**src/rtl/dfs_lut_writer.sv**
```systemverilog
// DFS lookup-table writer: single writes and inclusive range fills
// into a BRAM port, with abort and bad-range rejection.
module dfs_lut_writer #(
  parameter int ADDR_WIDTH = 10,
  parameter int DATA_WIDTH = 18,
  parameter int WE_WIDTH   = 2
) (
  input  logic                  clk,
  input  logic                  reset,
  input  logic                  cmd_valid_i,
  output logic                  cmd_ready_o,
  input  logic                  cmd_fill_i,
  input  logic [ADDR_WIDTH-1:0] cmd_addr_i,
  input  logic [ADDR_WIDTH-1:0] cmd_end_addr_i,
  input  logic [DATA_WIDTH-1:0] cmd_data_i,
  input  logic                  abort_i,
  output logic                  mem_en_o,
  output logic [WE_WIDTH-1:0]   mem_we_o,
  output logic [ADDR_WIDTH-1:0] mem_addr_o,
  output logic [DATA_WIDTH-1:0] mem_data_o,
  output logic                  busy_o,
  output logic                  done_o,
  output logic                  err_o
);

  typedef enum logic [1:0] {
    IDLE,
    WRITE,
    FILL,
    ERR
  } state_t;

  state_t state_q, state_d;

  logic [ADDR_WIDTH-1:0] cnt_q;
  logic [ADDR_WIDTH-1:0] end_q;
  logic [DATA_WIDTH-1:0] data_q;

  logic accept;
  logic last;
  logic ready;
  logic en;
  logic done;
  logic err;

  assign accept = cmd_valid_i & cmd_ready_o;
  assign last   = (cnt_q == end_q);

  always_comb begin
    state_d = state_q;
    ready   = 1'b0;
    en      = 1'b0;
    done    = 1'b0;
    err     = 1'b0;
    unique case (state_q)
      IDLE: begin
        ready = 1'b1;
        if (accept) begin
          if (!cmd_fill_i)
            state_d = WRITE;
          else if (cmd_end_addr_i >= cmd_addr_i)
            state_d = FILL;
          else
            state_d = ERR;
        end
      end
      WRITE: begin
        en      = 1'b1;
        done    = 1'b1;
        state_d = IDLE;
      end
      FILL: begin
        if (abort_i) begin
          done    = 1'b1;
          state_d = IDLE;
        end else begin
          en = 1'b1;
          if (last) begin
            done    = 1'b1;
            state_d = IDLE;
          end
        end
      end
      ERR: begin
        err     = 1'b1;
        state_d = IDLE;
      end
      default: state_d = IDLE;
    endcase
  end

  // Counter stops on the end address, so a fill ending at the top never wraps.
  always_ff @(posedge clk) begin
    if (reset) begin
      state_q <= IDLE;
      cnt_q   <= '0;
      end_q   <= '0;
      data_q  <= '0;
    end else begin
      state_q <= state_d;
      if (accept && state_d != ERR) begin
        cnt_q  <= cmd_addr_i;
        end_q  <= cmd_fill_i ? cmd_end_addr_i : cmd_addr_i;
        data_q <= cmd_data_i;
      end else if (state_q == FILL && !abort_i && !last) begin
        cnt_q <= cnt_q + 1'b1;
      end
    end
  end

  // Reset kills any write or pulse in the cycle it is asserted.
  assign cmd_ready_o = ready & ~reset;
  assign mem_en_o    = en & ~reset;
  assign mem_we_o    = {WE_WIDTH{mem_en_o}};
  assign mem_addr_o  = cnt_q;
  assign mem_data_o  = data_q;
  assign busy_o      = (state_q != IDLE);
  assign done_o      = done & ~reset;
  assign err_o       = err & ~reset;

endmodule
```
**config.mk**
```make
export PLATFORM = sky130hd
export DESIGN_NAME = dfs_lut_writer
export DESIGN_NICKNAME = d
export VERILOG_FILES = /design/src/rtl/dfs_lut_writer.sv
export SDC_FILE = /design/constraint.sdc
export NUM_CORES = 1
export LEC_CHECK = 0
export BUFFER_PORTS_ARGS = -buffer_cell sky130_fd_sc_hd__buf_2
export CAP_MARGIN = 25
export CORE_UTILIZATION = 40
export DETAILED_ROUTE_END_ITERATION = 7
export HOLD_SLACK_MARGIN = 0.08
export PLACE_DENSITY = 0.66
export SYNTH_ARGS = -nofsm -noshare
export SYNTH_HDL_FRONTEND = slang
export SYNTH_SLANG_ARGS = --single-unit
```
**constraint.sdc**
```tcl
create_clock -name clk -period 2.2 [get_ports clk]
set_input_delay 0.11 -clock clk [delete_from_list [all_inputs] [get_ports clk]]
set_output_delay 0.11 -clock clk [all_outputs]
set_load 0.02 [all_outputs]
```
==> impl_summary.md <==
Pwr
The proportion of power drawn by the clock network is 28.4%. Summed over all cells, the static leakage comes to 1.809 nW. VDD sags by at most 0.3571 mV. Sequential cells account for 37.4% of the total power. For this design the ratio of total power to cell area is 634.5 mW/mm^2. The internal power of the cells totals 1.556 mW. The switching power as a share of total power is 32.01%. Combinational cells account for 34.2% of the total power. The total net switching power is 732.7 uW.

Flow run
Max-cap violations in this run came to 0.

STA
The hold violation count in the final report is 0. At the pin with the least slew margin, the transition time is 369.2 ps. Hold timing on the final database bottoms out at a slack of 97.28 ps. The number of slew-limit violations in the final report is 0. The final critical path takes up 102.4% of the cycle. The highest attainable clock frequency is 443.8 MHz.

The setup total negative slack is -806.1 ps. The final critical-path required period is 2253 ps. Setup repair after global routing could not meet its margin everywhere. The worst pin sits at a relative slew slack of 75.16%. Once routing completed, OpenROAD measured the worst setup slack at -53.35 ps.

The count of endpoints failing setup in the final report is 19. For the final database, setup skew stands at 4.580 ps.

Final layout
The final net count is 438. The most common cell after layout, fill and taps aside is sky130_fd_sc_hd__buf_2. The repair_antennas step left the layout with diodes totalling 0.

The area growth from synthesis to layout is 46.12%. The final design instance area without fill is 0.003607 sq mm. The final instance count without filler cells is 455. Cells with a size suffix above 1 make up 44.21% of the layout.

The top cell types in the final layout, fill and taps aside, are 77 x sky130_fd_sc_hd__buf_2, 38 x sky130_fd_sc_hd__dfxtp_1, 34 x sky130_fd_sc_hd__buf_4.

Place
The cell area after placement is 0.003142 sq mm. At the end of routability-driven placement, the weighted congestion stood at 0.8276. Input and output buffers added on the ports amount to 77.

Detailed placement finished with a half-perimeter wire length of 4754 microns. The total instance count after detailed placement is 424.

Yosys
In the synthesized netlist the async set-or-reset flop fraction comes to 0%. The distinct cell type count after synthesis is 42. The sequential fraction of the synthesis area is 32.44%. The number of warnings issued by yosys is 0. Synthesis produced 256 cells. The mean instance size in the synthesized netlist is 9.643 sq um. Yosys mapped a number of flops with a built-in enable equal to 0.

The area of the mapped netlist is 0.002469 sq mm. Synthesis produced a netlist with a net count of 315. Synthesis inferred 40 register bits. The dominant register cell in the synthesized netlist is sky130_fd_sc_hd__dfxtp_1.

Floorplan
The overall die height is 80.56 microns. The die covers 0.006490 sq mm. The row count is 28. In this run the count of I/O pins placed on the die edge is 78.

Measured along the x axis, the die boundary spans 80.56 microns. The effective utilization at floorplan is 41.69%. The core region area is 0.005921 sq mm.

GRT
The via count of the first global-routing pass was 2,224. The number of antenna violations at the first check in global routing is 0. The total grt overflow is 0. The first-pass GRT wire length is 10,560 microns. In the global route stage, overall resource usage came out at 21.25%.

Entering global routing, the biggest net connects 34 pins.

Drt
Dividing the detail-routed via count by the number of cells gives 5.213. After the first detailed-routing iteration, the DRC count stood at 105. The count of nets left with antenna violations once routing finished came out at 0. The routed design has 6899 microns of wire. The post-route DRC violation count is 0. The routed length per placed instance is 15.16 microns.

The first detailed-routing pass took 4 iterations. The number of vias in the routed layout is 2,372.

Worst setup path
Data on the critical path arrives at its endpoint at 2440 ps. The setup path with the least slack is of type reg2reg. Of all nets on the critical path, the largest fanout is 15. The worst register-to-register path begins at state_q[1]$_SDFF_PP0_. Measured in cells, the most critical reg-to-reg path has a length of 9.

The reg-to-reg critical path endpoint is mem_data_o[1]$_SDFFE_PP0P_. STA classifies the critical path startpoint as a register. Across all register-to-register paths, the minimum setup slack is -50 ps. For the worst setup path, the data required time is 2390 ps. STA classifies the critical path endpoint as a register.

Clocking
The root buffer cell chosen for the clock tree is sky130_fd_sc_hd__clkbuf_8. The insertion delay of the later-clocked pin in the worst-skew pair is 300 ps. The H-tree was split into 2 levels. The number of CTS-inserted buffers is 5. Clock-pin slew was measured on the worst setup and hold paths at 80 ps. TritonCTS built the clock tree. The number of buffers on the longest clock path is 2.

The clock sink count is 40.

Run status
The flow ran to the end, but the final reports show violations. The final reports fail on negative setup slack.

Hold path
The class of the tightest hold or removal check is in2reg. For hold timing, the worst endpoint is mem_addr_o[9]$_SDFFE_PP0P_. Along the worst hold path, the cell count comes to 3.

The launch point of the worst hold path is cmd_addr_i[9].
## metrics by stage
stage               power, mW  utilization [%]  setup WS [ps]
CTS                     2.248            58.47          9.617
finish                  2.289            60.93         -53.35
floorplan               1.304                -          6.518
global route            2.411            60.93         -168.0
global placement        1.556            53.06         -142.6
detailed placement      1.568            53.06         -185.2
## state kept, by name, indices dropped and copies added (netlist names)
name        flops
mem_addr_o     10
state_q         2
mem_data_o     18
end_q          10
## logic make-up (layout without fill, tap and decap cells)
| group | count (synthesis) | in the layout | share of synthesized area, % |
|---|---|---|---|
| buffers and inverters | 34 | 157 | 6.487 |
| and+or+nand+nor | 61 | 62 | 14.60 |
| adders and majority gates | 16 | 16 | 8.109 |
| muxes | 29 | 29 | 14.65 |
| DFF | 40 | 40 | 32.44 |
| xor gates and xnor gates | 19 | 19 | 6.741 |
| AOI/OAI and AO/OA | 57 | 57 | 16.98 |
## Yosys cell counts (4+ instances only)
| library cell | count | area [sq um] |
|---|---|---|
| sky130_fd_sc_hd__mux2i_1 | 11 | 110.1 |
| sky130_fd_sc_hd__buf_2 | 5 | 25.02 |
| sky130_fd_sc_hd__nor2_1 | 7 | 26.28 |
| sky130_fd_sc_hd__mux2_4 | 13 | 195.2 |
| sky130_fd_sc_hd__nand3_1 | 6 | 30.03 |
| sky130_fd_sc_hd__nand2_1 | 4 | 15.01 |
| sky130_fd_sc_hd__nor2b_1 | 20 | 125.1 |
| sky130_fd_sc_hd__dfxtp_1 | 40 | 800.8 |
| sky130_fd_sc_hd__ha_1 | 16 | 200.2 |
| sky130_fd_sc_hd__clkbuf_1 | 7 | 26.28 |
| sky130_fd_sc_hd__a41o_1 | 5 | 50.05 |
| sky130_fd_sc_hd__nand4_1 | 6 | 37.54 |
| sky130_fd_sc_hd__xor2_1 | 17 | 148.9 |
| sky130_fd_sc_hd__inv_1 | 15 | 56.30 |
| sky130_fd_sc_hd__a31oi_1 | 14 | 87.58 |
| sky130_fd_sc_hd__and3_1 | 6 | 37.54 |
| sky130_fd_sc_hd__mux2_2 | 4 | 45.04 |
| sky130_fd_sc_hd__a21oi_1 | 10 | 50.05 |
| sky130_fd_sc_hd__a211oi_1 | 12 | 90.09 |
## power groups by stage
stage,sequential (mW),combinational [mW],clock [mW]
floorplan,0.941,0.363,0
global placement,0.868,0.688,0
detailed placement,0.870,0.697,0
CTS,0.855,0.729,0.663
global route,0.867,0.849,0.695
finish,0.857,0.783,0.649
## worst max-delay path by stage
stage                                startpoint                     endpoint  cells after the start
after global placement    state_q[1]$_SDFF_PP0_        end_q[6]$_SDFFE_PP0P_                      8
final                     state_q[1]$_SDFF_PP0_   mem_data_o[1]$_SDFFE_PP0P_                      9
after CTS                 state_q[1]$_SDFF_PP0_   mem_addr_o[3]$_SDFFE_PP0P_                     10
after global routing      state_q[0]$_SDFF_PP0_  mem_data_o[14]$_SDFFE_PP0P_                      9
after detailed placement  state_q[1]$_SDFF_PP0_        end_q[2]$_SDFFE_PP0P_                      8
after floorplan           state_q[1]$_SDFF_PP0_   mem_data_o[0]$_SDFFE_PP0P_                     10
## worst max-delay path, cell delays in order (launching register included)
cell	delay [ps]
sky130_fd_sc_hd__dfxtp_2	360
sky130_fd_sc_hd__inv_4	50
sky130_fd_sc_hd__ha_4	150
sky130_fd_sc_hd__nand3b_1	260
sky130_fd_sc_hd__nor3_2	90
sky130_fd_sc_hd__or3_4	390
sky130_fd_sc_hd__o211ai_4	260
sky130_fd_sc_hd__nand3_4	120
sky130_fd_sc_hd__buf_12	180
sky130_fd_sc_hd__mux2_4	300
## cell type report
class	instances	area (sq um)
Fill cell	505	2313
Clock buffer	6	82.58
Sequential cell	40	803.3
Clock inverter	2	38.79
Timing Repair Buffer	134	889.6
Tap cell	75	93.84
Multi-Input combinational cell	183	1638
Inverter	15	61.31
## per-layer routing
metal | share of wire (%) | routed length [microns] | GRT usage, %
met1 | 43 | 2980 | 27.03
met4 | 1.6 | 112 | 6.786
met5 | 0 | 0 | 0
met3 | 6.1 | 421 | 4.205
met2 | 49 | 3385 | 35.68
## what timing repair did
action / in CTS / in global routing
endpoints found under the setup margin: 34 / 38
gates resized for setup: 4 / 22
hold buffers: 18 / 0
pin swaps: 1 / 13
setup buffers: 1 / 3
cloned: 0 / 1
hold endpoints to repair: 18 / 0
Power figures use the tool's default switching activity.
